`config.mk`:
```
export PLATFORM = sky130hd
export DESIGN_NAME = top_share_arb_flat
export DESIGN_NICKNAME = d
export VERILOG_FILES = /design/src/rtl/top_share_pkg.sv /design/src/rtl/top_share_arb_if.sv /design/src/rtl/top_share_arb_rr_arbiter.sv /design/src/rtl/top_share_arb.sv /design/src/flat_wrapper.sv
export SDC_FILE = /design/constraint.sdc
export NUM_CORES = 1
export LEC_CHECK = 0
export BUFFER_PORTS_ARGS = -buffer_cell sky130_fd_sc_hd__buf_2
export CORE_MARGIN = 8
export CORE_UTILIZATION = 45
export DETAILED_ROUTE_END_ITERATION = 6
export GPL_TIMING_DRIVEN = 0
export PLACE_DENSITY = 0.8
export SYNTH_ARGS = -nofsm -noshare
export SYNTH_HDL_FRONTEND = slang
export SYNTH_HIERARCHICAL = 1
export SYNTH_SLANG_ARGS = --single-unit
export TNS_END_PERCENT = 1
```
`constraint.sdc`:
```
create_clock -name clk -period 1.95 [get_ports clk]
set_input_delay 0.0975 -clock clk [delete_from_list [all_inputs] [get_ports clk]]
set_output_delay 0.0975 -clock clk [all_outputs]
set_load 0.05 [all_outputs]
```
`src/rtl/top_share_pkg.sv`:
```
// Shared widths, ID-width helper and operand bundle for the top_share_arb scheduler.
package top_share_pkg;

  localparam int unsigned TOP_IN_W  = 19;
  localparam int unsigned TOP_OUT_W = 20;

  function automatic int unsigned id_w(input int unsigned nreq);
    return (nreq <= 2) ? 1 : $clog2(nreq);
  endfunction

  typedef struct packed {
    logic [TOP_IN_W-1:0] in1;
    logic [TOP_IN_W-1:0] in2;
    logic [TOP_IN_W-1:0] in3;
  } operand_t;

endpackage

```
`src/rtl/top_share_arb_if.sv`:
```
// Request, datapath and response signals between clients, the scheduler and the top datapath.
interface top_share_arb_if
  import top_share_pkg::*;
#(
  parameter int unsigned NREQ  = 2,
  parameter int unsigned IN_W  = TOP_IN_W,
  parameter int unsigned OUT_W = TOP_OUT_W
);
  localparam int unsigned ID_W = id_w(NREQ);

  logic [NREQ-1:0]      req_valid;
  logic [NREQ-1:0]      req_ready;
  logic [NREQ*IN_W-1:0] req_in1;
  logic [NREQ*IN_W-1:0] req_in2;
  logic [NREQ*IN_W-1:0] req_in3;
  logic [IN_W-1:0]      dp_in1;
  logic [IN_W-1:0]      dp_in2;
  logic [IN_W-1:0]      dp_in3;
  logic [OUT_W-1:0]     dp_out1;
  logic                 rsp_valid;
  logic                 rsp_ready;
  logic [OUT_W-1:0]     rsp_data;
  logic [ID_W-1:0]      rsp_id;

  modport master (
    output req_valid, req_in1, req_in2, req_in3, dp_out1, rsp_ready,
    input  req_ready, dp_in1, dp_in2, dp_in3, rsp_valid, rsp_data, rsp_id
  );

  modport slave (
    input  req_valid, req_in1, req_in2, req_in3, dp_out1, rsp_ready,
    output req_ready, dp_in1, dp_in2, dp_in3, rsp_valid, rsp_data, rsp_id
  );

endinterface

```
`src/rtl/top_share_arb_rr_arbiter.sv`:
```
// Round-robin arbiter: grants the first requester at or above the pointer, wrapping modulo N.
module rr_arbiter
  import top_share_pkg::*;
#(
  parameter  int unsigned N    = 2,
  localparam int unsigned ID_W = id_w(N)
) (
  input  logic            clk,
  input  logic            rst,
  input  logic [N-1:0]    i_req,
  input  logic            i_advance,
  output logic [N-1:0]    o_grant,
  output logic [ID_W-1:0] o_grant_idx
);

  logic [ID_W-1:0] r_ptr;
  logic [ID_W-1:0] w_cand;
  logic            w_found;

  always_comb begin
    o_grant     = '0;
    o_grant_idx = '0;
    w_cand      = '0;
    w_found     = 1'b0;
    for (int unsigned k = 0; k < N; k++) begin
      w_cand = ID_W'((32'(r_ptr) + k) % N);
      if (!w_found && i_req[w_cand]) begin
        o_grant[w_cand] = 1'b1;
        o_grant_idx     = w_cand;
        w_found         = 1'b1;
      end
    end
  end

  always_ff @(posedge clk) begin
    if (rst) begin
      r_ptr <= '0;
    end else if (i_advance) begin
      r_ptr <= (o_grant_idx == ID_W'(N - 1)) ? '0 : o_grant_idx + 1'b1;
    end
  end

endmodule

```
`src/rtl/top_share_arb.sv`:
```
// Time-shares one combinational top datapath between NREQ requesters through a
// two-stage (operand register, result register) valid/ready pipeline.
module top_share_arb
  import top_share_pkg::*;
#(
  parameter int unsigned NREQ  = 2,
  parameter int unsigned IN_W  = TOP_IN_W,
  parameter int unsigned OUT_W = TOP_OUT_W
) (
  input logic             clk,
  input logic             rst,
  top_share_arb_if.slave  bus
);

  localparam int unsigned ID_W = id_w(NREQ);

  typedef struct packed {
    logic [IN_W-1:0] in1;
    logic [IN_W-1:0] in2;
    logic [IN_W-1:0] in3;
  } opnd_t;

  logic [NREQ-1:0]  w_grant;
  logic [ID_W-1:0]  w_grant_idx;
  logic [NREQ-1:0]  w_ready;
  logic             w_ld1;
  logic             w_ld2;
  logic             w_any;
  opnd_t            w_sel;

  opnd_t            r_s1;
  logic             r_s1_valid;
  logic [ID_W-1:0]  r_s1_id;
  logic             r_rsp_valid;
  logic [OUT_W-1:0] r_rsp_data;
  logic [ID_W-1:0]  r_rsp_id;

  rr_arbiter #(.N(NREQ)) u_arb (
    .clk         (clk),
    .rst         (rst),
    .i_req       (bus.req_valid),
    .i_advance   (|w_ready),
    .o_grant     (w_grant),
    .o_grant_idx (w_grant_idx)
  );

  assign w_ld2   = !r_rsp_valid || bus.rsp_ready;
  assign w_ld1   = !r_s1_valid || w_ld2;
  assign w_any   = |w_grant;
  assign w_ready = rst ? '0 : (w_grant & {NREQ{w_ld1}});

  always_comb begin
    w_sel = '0;
    for (int unsigned i = 0; i < NREQ; i++) begin
      if (w_grant[i]) begin
        w_sel.in1 = bus.req_in1[i*IN_W +: IN_W];
        w_sel.in2 = bus.req_in2[i*IN_W +: IN_W];
        w_sel.in3 = bus.req_in3[i*IN_W +: IN_W];
      end
    end
  end

  // S2 samples dp_out1 whenever it may load; rsp_valid qualifies the data.
  always_ff @(posedge clk) begin
    if (rst) begin
      r_s1        <= '0;
      r_s1_valid  <= 1'b0;
      r_s1_id     <= '0;
      r_rsp_valid <= 1'b0;
      r_rsp_data  <= '0;
      r_rsp_id    <= '0;
    end else begin
      if (w_ld2) begin
        r_rsp_valid <= r_s1_valid;
        r_rsp_data  <= bus.dp_out1;
        r_rsp_id    <= r_s1_id;
      end
      if (w_ld1) begin
        r_s1_valid <= w_any;
        if (w_any) begin
          r_s1    <= w_sel;
          r_s1_id <= w_grant_idx;
        end
      end
    end
  end

  assign bus.req_ready = w_ready;
  assign bus.dp_in1    = r_s1.in1;
  assign bus.dp_in2    = r_s1.in2;
  assign bus.dp_in3    = r_s1.in3;
  assign bus.rsp_valid = r_rsp_valid;
  assign bus.rsp_data  = r_rsp_data;
  assign bus.rsp_id    = r_rsp_id;

endmodule

```
`src/flat_wrapper.sv`:
```
// flat-port wrapper written by rule: the top's interface ports become plain ports
module top_share_arb_flat import top_share_pkg::*;
#(
  parameter int unsigned NREQ  = 2,
  parameter int unsigned IN_W  = TOP_IN_W,
  parameter int unsigned OUT_W = TOP_OUT_W
)
  (clk, rst, bus_req_valid, bus_req_in1, bus_req_in2, bus_req_in3, bus_dp_out1, bus_rsp_ready, bus_req_ready, bus_dp_in1, bus_dp_in2, bus_dp_in3, bus_rsp_valid, bus_rsp_data, bus_rsp_id);
  top_share_arb_if #(.NREQ(NREQ), .IN_W(IN_W), .OUT_W(OUT_W)) bus_i ();
  input logic clk;
  input logic rst;
  input wire logic [$bits(bus_i.req_valid)-1:0] bus_req_valid;
  input wire logic [$bits(bus_i.req_in1)-1:0] bus_req_in1;
  input wire logic [$bits(bus_i.req_in2)-1:0] bus_req_in2;
  input wire logic [$bits(bus_i.req_in3)-1:0] bus_req_in3;
  input wire logic [$bits(bus_i.dp_out1)-1:0] bus_dp_out1;
  input wire logic [$bits(bus_i.rsp_ready)-1:0] bus_rsp_ready;
  output wire logic [$bits(bus_i.req_ready)-1:0] bus_req_ready;
  output wire logic [$bits(bus_i.dp_in1)-1:0] bus_dp_in1;
  output wire logic [$bits(bus_i.dp_in2)-1:0] bus_dp_in2;
  output wire logic [$bits(bus_i.dp_in3)-1:0] bus_dp_in3;
  output wire logic [$bits(bus_i.rsp_valid)-1:0] bus_rsp_valid;
  output wire logic [$bits(bus_i.rsp_data)-1:0] bus_rsp_data;
  output wire logic [$bits(bus_i.rsp_id)-1:0] bus_rsp_id;
  assign bus_i.req_valid = bus_req_valid;
  assign bus_i.req_in1 = bus_req_in1;
  assign bus_i.req_in2 = bus_req_in2;
  assign bus_i.req_in3 = bus_req_in3;
  assign bus_i.dp_out1 = bus_dp_out1;
  assign bus_i.rsp_ready = bus_rsp_ready;
  assign bus_req_ready = bus_i.req_ready;
  assign bus_dp_in1 = bus_i.dp_in1;
  assign bus_dp_in2 = bus_i.dp_in2;
  assign bus_dp_in3 = bus_i.dp_in3;
  assign bus_rsp_valid = bus_i.rsp_valid;
  assign bus_rsp_data = bus_i.rsp_data;
  assign bus_rsp_id = bus_i.rsp_id;
  top_share_arb #(.NREQ(NREQ), .IN_W(IN_W), .OUT_W(OUT_W)) u_core (.clk(clk), .rst(rst), .bus(bus_i));
endmodule
```
Yosys cells after proc, flatten, opt, wreduce, memory -nomap -nowiden
Index checks and enable logic that the tools add are counted. W data, S select, Z words.

$add $sub $neg: 2. Order comparisons: 4. Multiplexer cells: 17. Bitwise operators: 2. Reductions and logical operators: 11.

Operators with widths (count): $mux W57 (2); $mux W1 (10); $mux W2 (3); $lt A1 B2 Y1 const B (2); $reduce_or A2 Y1 (2); $logic_and A1 B1 Y1 (3); $logic_not A1 Y1 (3); $add A1 B1 Y1 const B (2); $and A2 B2 Y2 (1); $demux W1 S1 (2); $ge A1 B1 Y1 const B (2); $logic_or A1 B1 Y1 (2); $or A2 B2 Y2 (1); $reduce_and A2 Y1 (1).

Register bits after elaboration: 82. Input port bits: 139. Output and inout bits: 81. Word-level logic and storage cells: 45.

Depth between registers and ports, before layout
Depth after elaboration: 10. Gate-level depth with buffers: 8. Depth with buffers taken out: 6.

Hierarchy
Netlist, hierarchy kept.

By module, submodules not included: top_share_arb (instances 1, cells each 378, area an instance 3975.1 sq um, seq. area each 1621.6 sq um); rr_arbiter (instances 1, cells each 7, area an instance 75.1 sq um, seq. area each 20.0 sq um).

Worst setup path before layout
Ideal clock, no wire load.

Path type: register to register. Start: register (tool-made name). End: register u_core.r_s1, in the netlist u_core/bus.dp_in1[0]. Library setup time: 0.146 ns. Data arrival time: 1.455 ns. Data required time: 1.804 ns. Slack: 0.349 ns. Cell stages (with the launch flop): 9. Path buffers: 3. Clock period less this slack: 1.601 ns. Cells stage by stage: dfxtp_1 -> nand2b_4 -> and2_2 -> buf_4 -> or2_4 -> buf_6 -> buf_6 -> a21oi_2 -> a211oi_2.

RTL lines: to (signal assigned) (RTL line top_share_arb.sv:81) `r_s1 <= w_sel;`; to (decl) (RTL line top_share_arb.sv:31) `opnd_t r_s1;`.

==> metrics.cfg <==
[status]
outcome=finished clean

[cts]
cts_num_sinks=82
clk_pin_slew_ns=0.08
cts_tree=yes
h-tree-depth=3
numCtsBuffers=9
insertion_delay_ns=0.35
clock-root-buffer=clkbuf_8
clk_path_buf_depth=2

[final_layout]
utilization_pct=65.60
fin_nets=775
syn_to_final_growth_pct=41.24
fin_cells=750
drive_gt1_share_pct=60.69

[pwr]
total_power_uw=4924
vdd_drop_max_v=0.0004919
p_per_area_nw_per_um2=860.8
p_leak_uw=0.002519

[drt]
first_pass_iters=4
vias=4039
vias_per_cell=5.385
drt_iter0_drc=144
drt_wl_total_mm=14.03
antenna_left=0
routedWlPerCell_microns=18.71
remaining_drc_errors=0

[sta]
period_share_pct=96.18
post-route-min-period_ns=1.875
max_freq_mhz=533.2
finalClockSkew_ns=0.01297
drv_slew=0
rsz0062_at_grt=yes
hold_ws_ns=0.007257
finalSetupViolCount=0
finalHoldViolCount=0
slew_headroom_pct=52.51
worst_pin_slew_ns=0.7124
final.setup.tns_ns=0

[global_route]
overflow=0
antenna_found_initial=1
grt_pass1_vias=4316
grt_pass1_wl_mm=22.16
grt_usage_pct=21.65
grt_max_degree=14

[placement]
dp_hpwl_mm=10.62
globalplace.congestion=0.7458
port_buffers=219
dp_cells=712

[floorplanning]
fp-row-count=34
ios=220
die_area_sq_um=12290
die_h_microns=110.9
fp.dieW_microns=110.9
start_util_pct=46.44
coreArea_sq_um=8721

[worst_setup_path]
crit_top_cell=buf_4
critPathKind=reg -> out
cp_cell_sequence=nand2b_4 > and2_2 > buf_4 > clkbuf_4 > and3b_1 > buf_4
cpMaxStageDelayCell=dfxtp_1
r2r_slack_ns=0.17
worstReg2RegEnd=u_core/bus.dp_in1[11]$_SDFFE_PP0P_
cpPeakStageDelay_ns=0.37
timing.critical_path.from_type=flop
worstPathMaxFanout=10
crit_family=buffers and inverters
worst_ep_required_time_ns=1.85
reg2reg_depth=7
endpoint_kind=primary output
cp_num_buf_inv=3
cp.arrival_ns=1.78

[worst_hold_path]
worst_hold_startpoint=bus_dp_out1[14]
hold_depth=3
hold-path-endpoint=u_core/bus.rsp_data[14]$_SDFFE_PP0P_
holdCritPathClass=in -> reg

[yosys]
ys_types=25
synth_ff_type=dfxtp_1
synth_edf_count=0
syn_nets=524
ys.warnings.count=6
ys_seq_elements=82
async_reset_ff_share_pct=0
syn_avg_cell_area_sq_um=10.52
yosysSeqAreaShare_pct=40.53
synthCells=385
syn_area_sq_um=4050

[flow_run]
drv_cap=0

[power breakdown]
group	total [uW]	leakage (uW)	switching (uW)	internal (uW)
registers	1920	0.000680	90.4	1830
logic	1640	0.00173	1090	556
clock network	1360	0.000109	606	753
total	4920	0.00252	1790	3140
[layout by cell type, fill, tap and decap left out, types with 11 or more instances in the layout]
cell / netlist / routed
buf_2: 17 / 234
dfxtp_1: 82 / 82
nand2_1: 44 / 44
buf_6: 11 / 11
a22oi_2: 30 / 30
a22oi_1: 25 / 25
a21oi_1: 49 / 49
clkbuf_1: 12 / 12
dlygate4sd3_1: 0 / 19
a21oi_2: 31 / 31
a211oi_2: 50 / 50
[sequential cells by signal (all words and copies together) (netlist names), named ones only]
| register | count |
|---|---|
| u_core/r_s1_valid | 1 |
| u_core/r_s1_id | 1 |
| u_core/bus.rsp_data | 20 |
| u_core/bus.rsp_valid | 1 |
| u_core/bus.dp_in1 | 19 |
| u_core/bus.dp_in3 | 19 |
| u_core/bus.dp_in2 | 19 |
| u_core/bus.rsp_id | 1 |
[worst register-to-register path, stage by stage (launching register included)]
cell and delay [ns]:
dfxtp_1 0.37, nand2b_4 0.15, and2_2 0.14, buf_4 0.17
nor2_1 0.09, a21oi_2 0.25, buf_2 0.35, a211oi_2 0.12
[final cells by class]
type | count | area, sq um
Multi-Input combinational cell | 258 | 2098
Timing Repair Buffer | 240 | 1304
Antenna cell | 1 | 2.502
Clock buffer | 11 | 141.4
Sequential cell | 82 | 1642
Clock inverter | 5 | 77.57
Fill cell | 699 | 3000
Buffer | 45 | 320.3
Tap cell | 108 | 135.1
[stage by stage]
step | area [sq um] | setup WS [ns]
finish | 5720 | 0.07458
global route | 5718 | -0.01432
CTS | 5694 | 0.009197
detailed placement | 5281 | -0.04160
global placement | 5281 | -0.01972
floorplan | 4050 | 0.3490
[how the worst max path moves through the flow]
stage          slack, ns  depth (start not counted)                                  to
3_5_place_dp       -0.04                          6   u_core/bus.dp_in2[5]$_SDFFE_PP0P_
5_1_grt            -0.01                          6                    bus_req_ready[1]
4_1_cts            0.009                          4                    bus_req_ready[0]
6_report            0.07                          6                    bus_req_ready[1]
2_1_floorplan       0.35                          8   u_core/bus.dp_in1[0]$_SDFFE_PP0P_
3_3_place_gp       -0.02                          6  u_core/bus.dp_in2[11]$_SDFFE_PP0P_
[cells by family after synthesis]
family,Yosys count,synth area share [%]
AO/OA/AOI/OAI,195,44.21
buffers and inverters,45,7.754
flip-flops,82,40.53
multiplexers,1,0.2472
AND/OR/NAND/NOR,62,7.260
[Yosys cell counts, types with 4 or more instances]
library cell | instances | share of area, %
a22oi_2 | 30 | 9.3
dfxtp_1 | 82 | 41
nor2_1 | 4 | 0.37
buf_2 | 17 | 2.1
buf_6 | 11 | 3.1
a21oi_2 | 31 | 6.7
clkbuf_1 | 12 | 1.1
a211oi_1 | 6 | 1.1
nand2_1 | 44 | 4.1
a21oi_1 | 49 | 6.1
a22oi_1 | 25 | 4.6
a211oi_2 | 50 | 15
[per-layer routing]
| metal | global-route usage [%] | vias to the layer above | share of wire (%) |
|---|---|---|---|
| met1 | 23.24 | 1918 | 39 |
| met3 | 9.470 | 14 | 9.6 |
| met2 | 38.08 | 162 | 50 |
| met4 | 4.955 | 2 | 1.1 |
| met5 | 0 | - | 0.057 |
| li1 | - | 1943 | - |
[what timing repair did]
item / 4_1_cts / 5_1_grt
resized for setup: 3 / 4
hold endpoints to repair: 18 / 0
setup buffers: 0 / 2
hold buffers: 19 / 0
pin swaps: 1 / 1
endpoints found under the setup margin: 42 / 42
(Power assumes the default switching activity.)
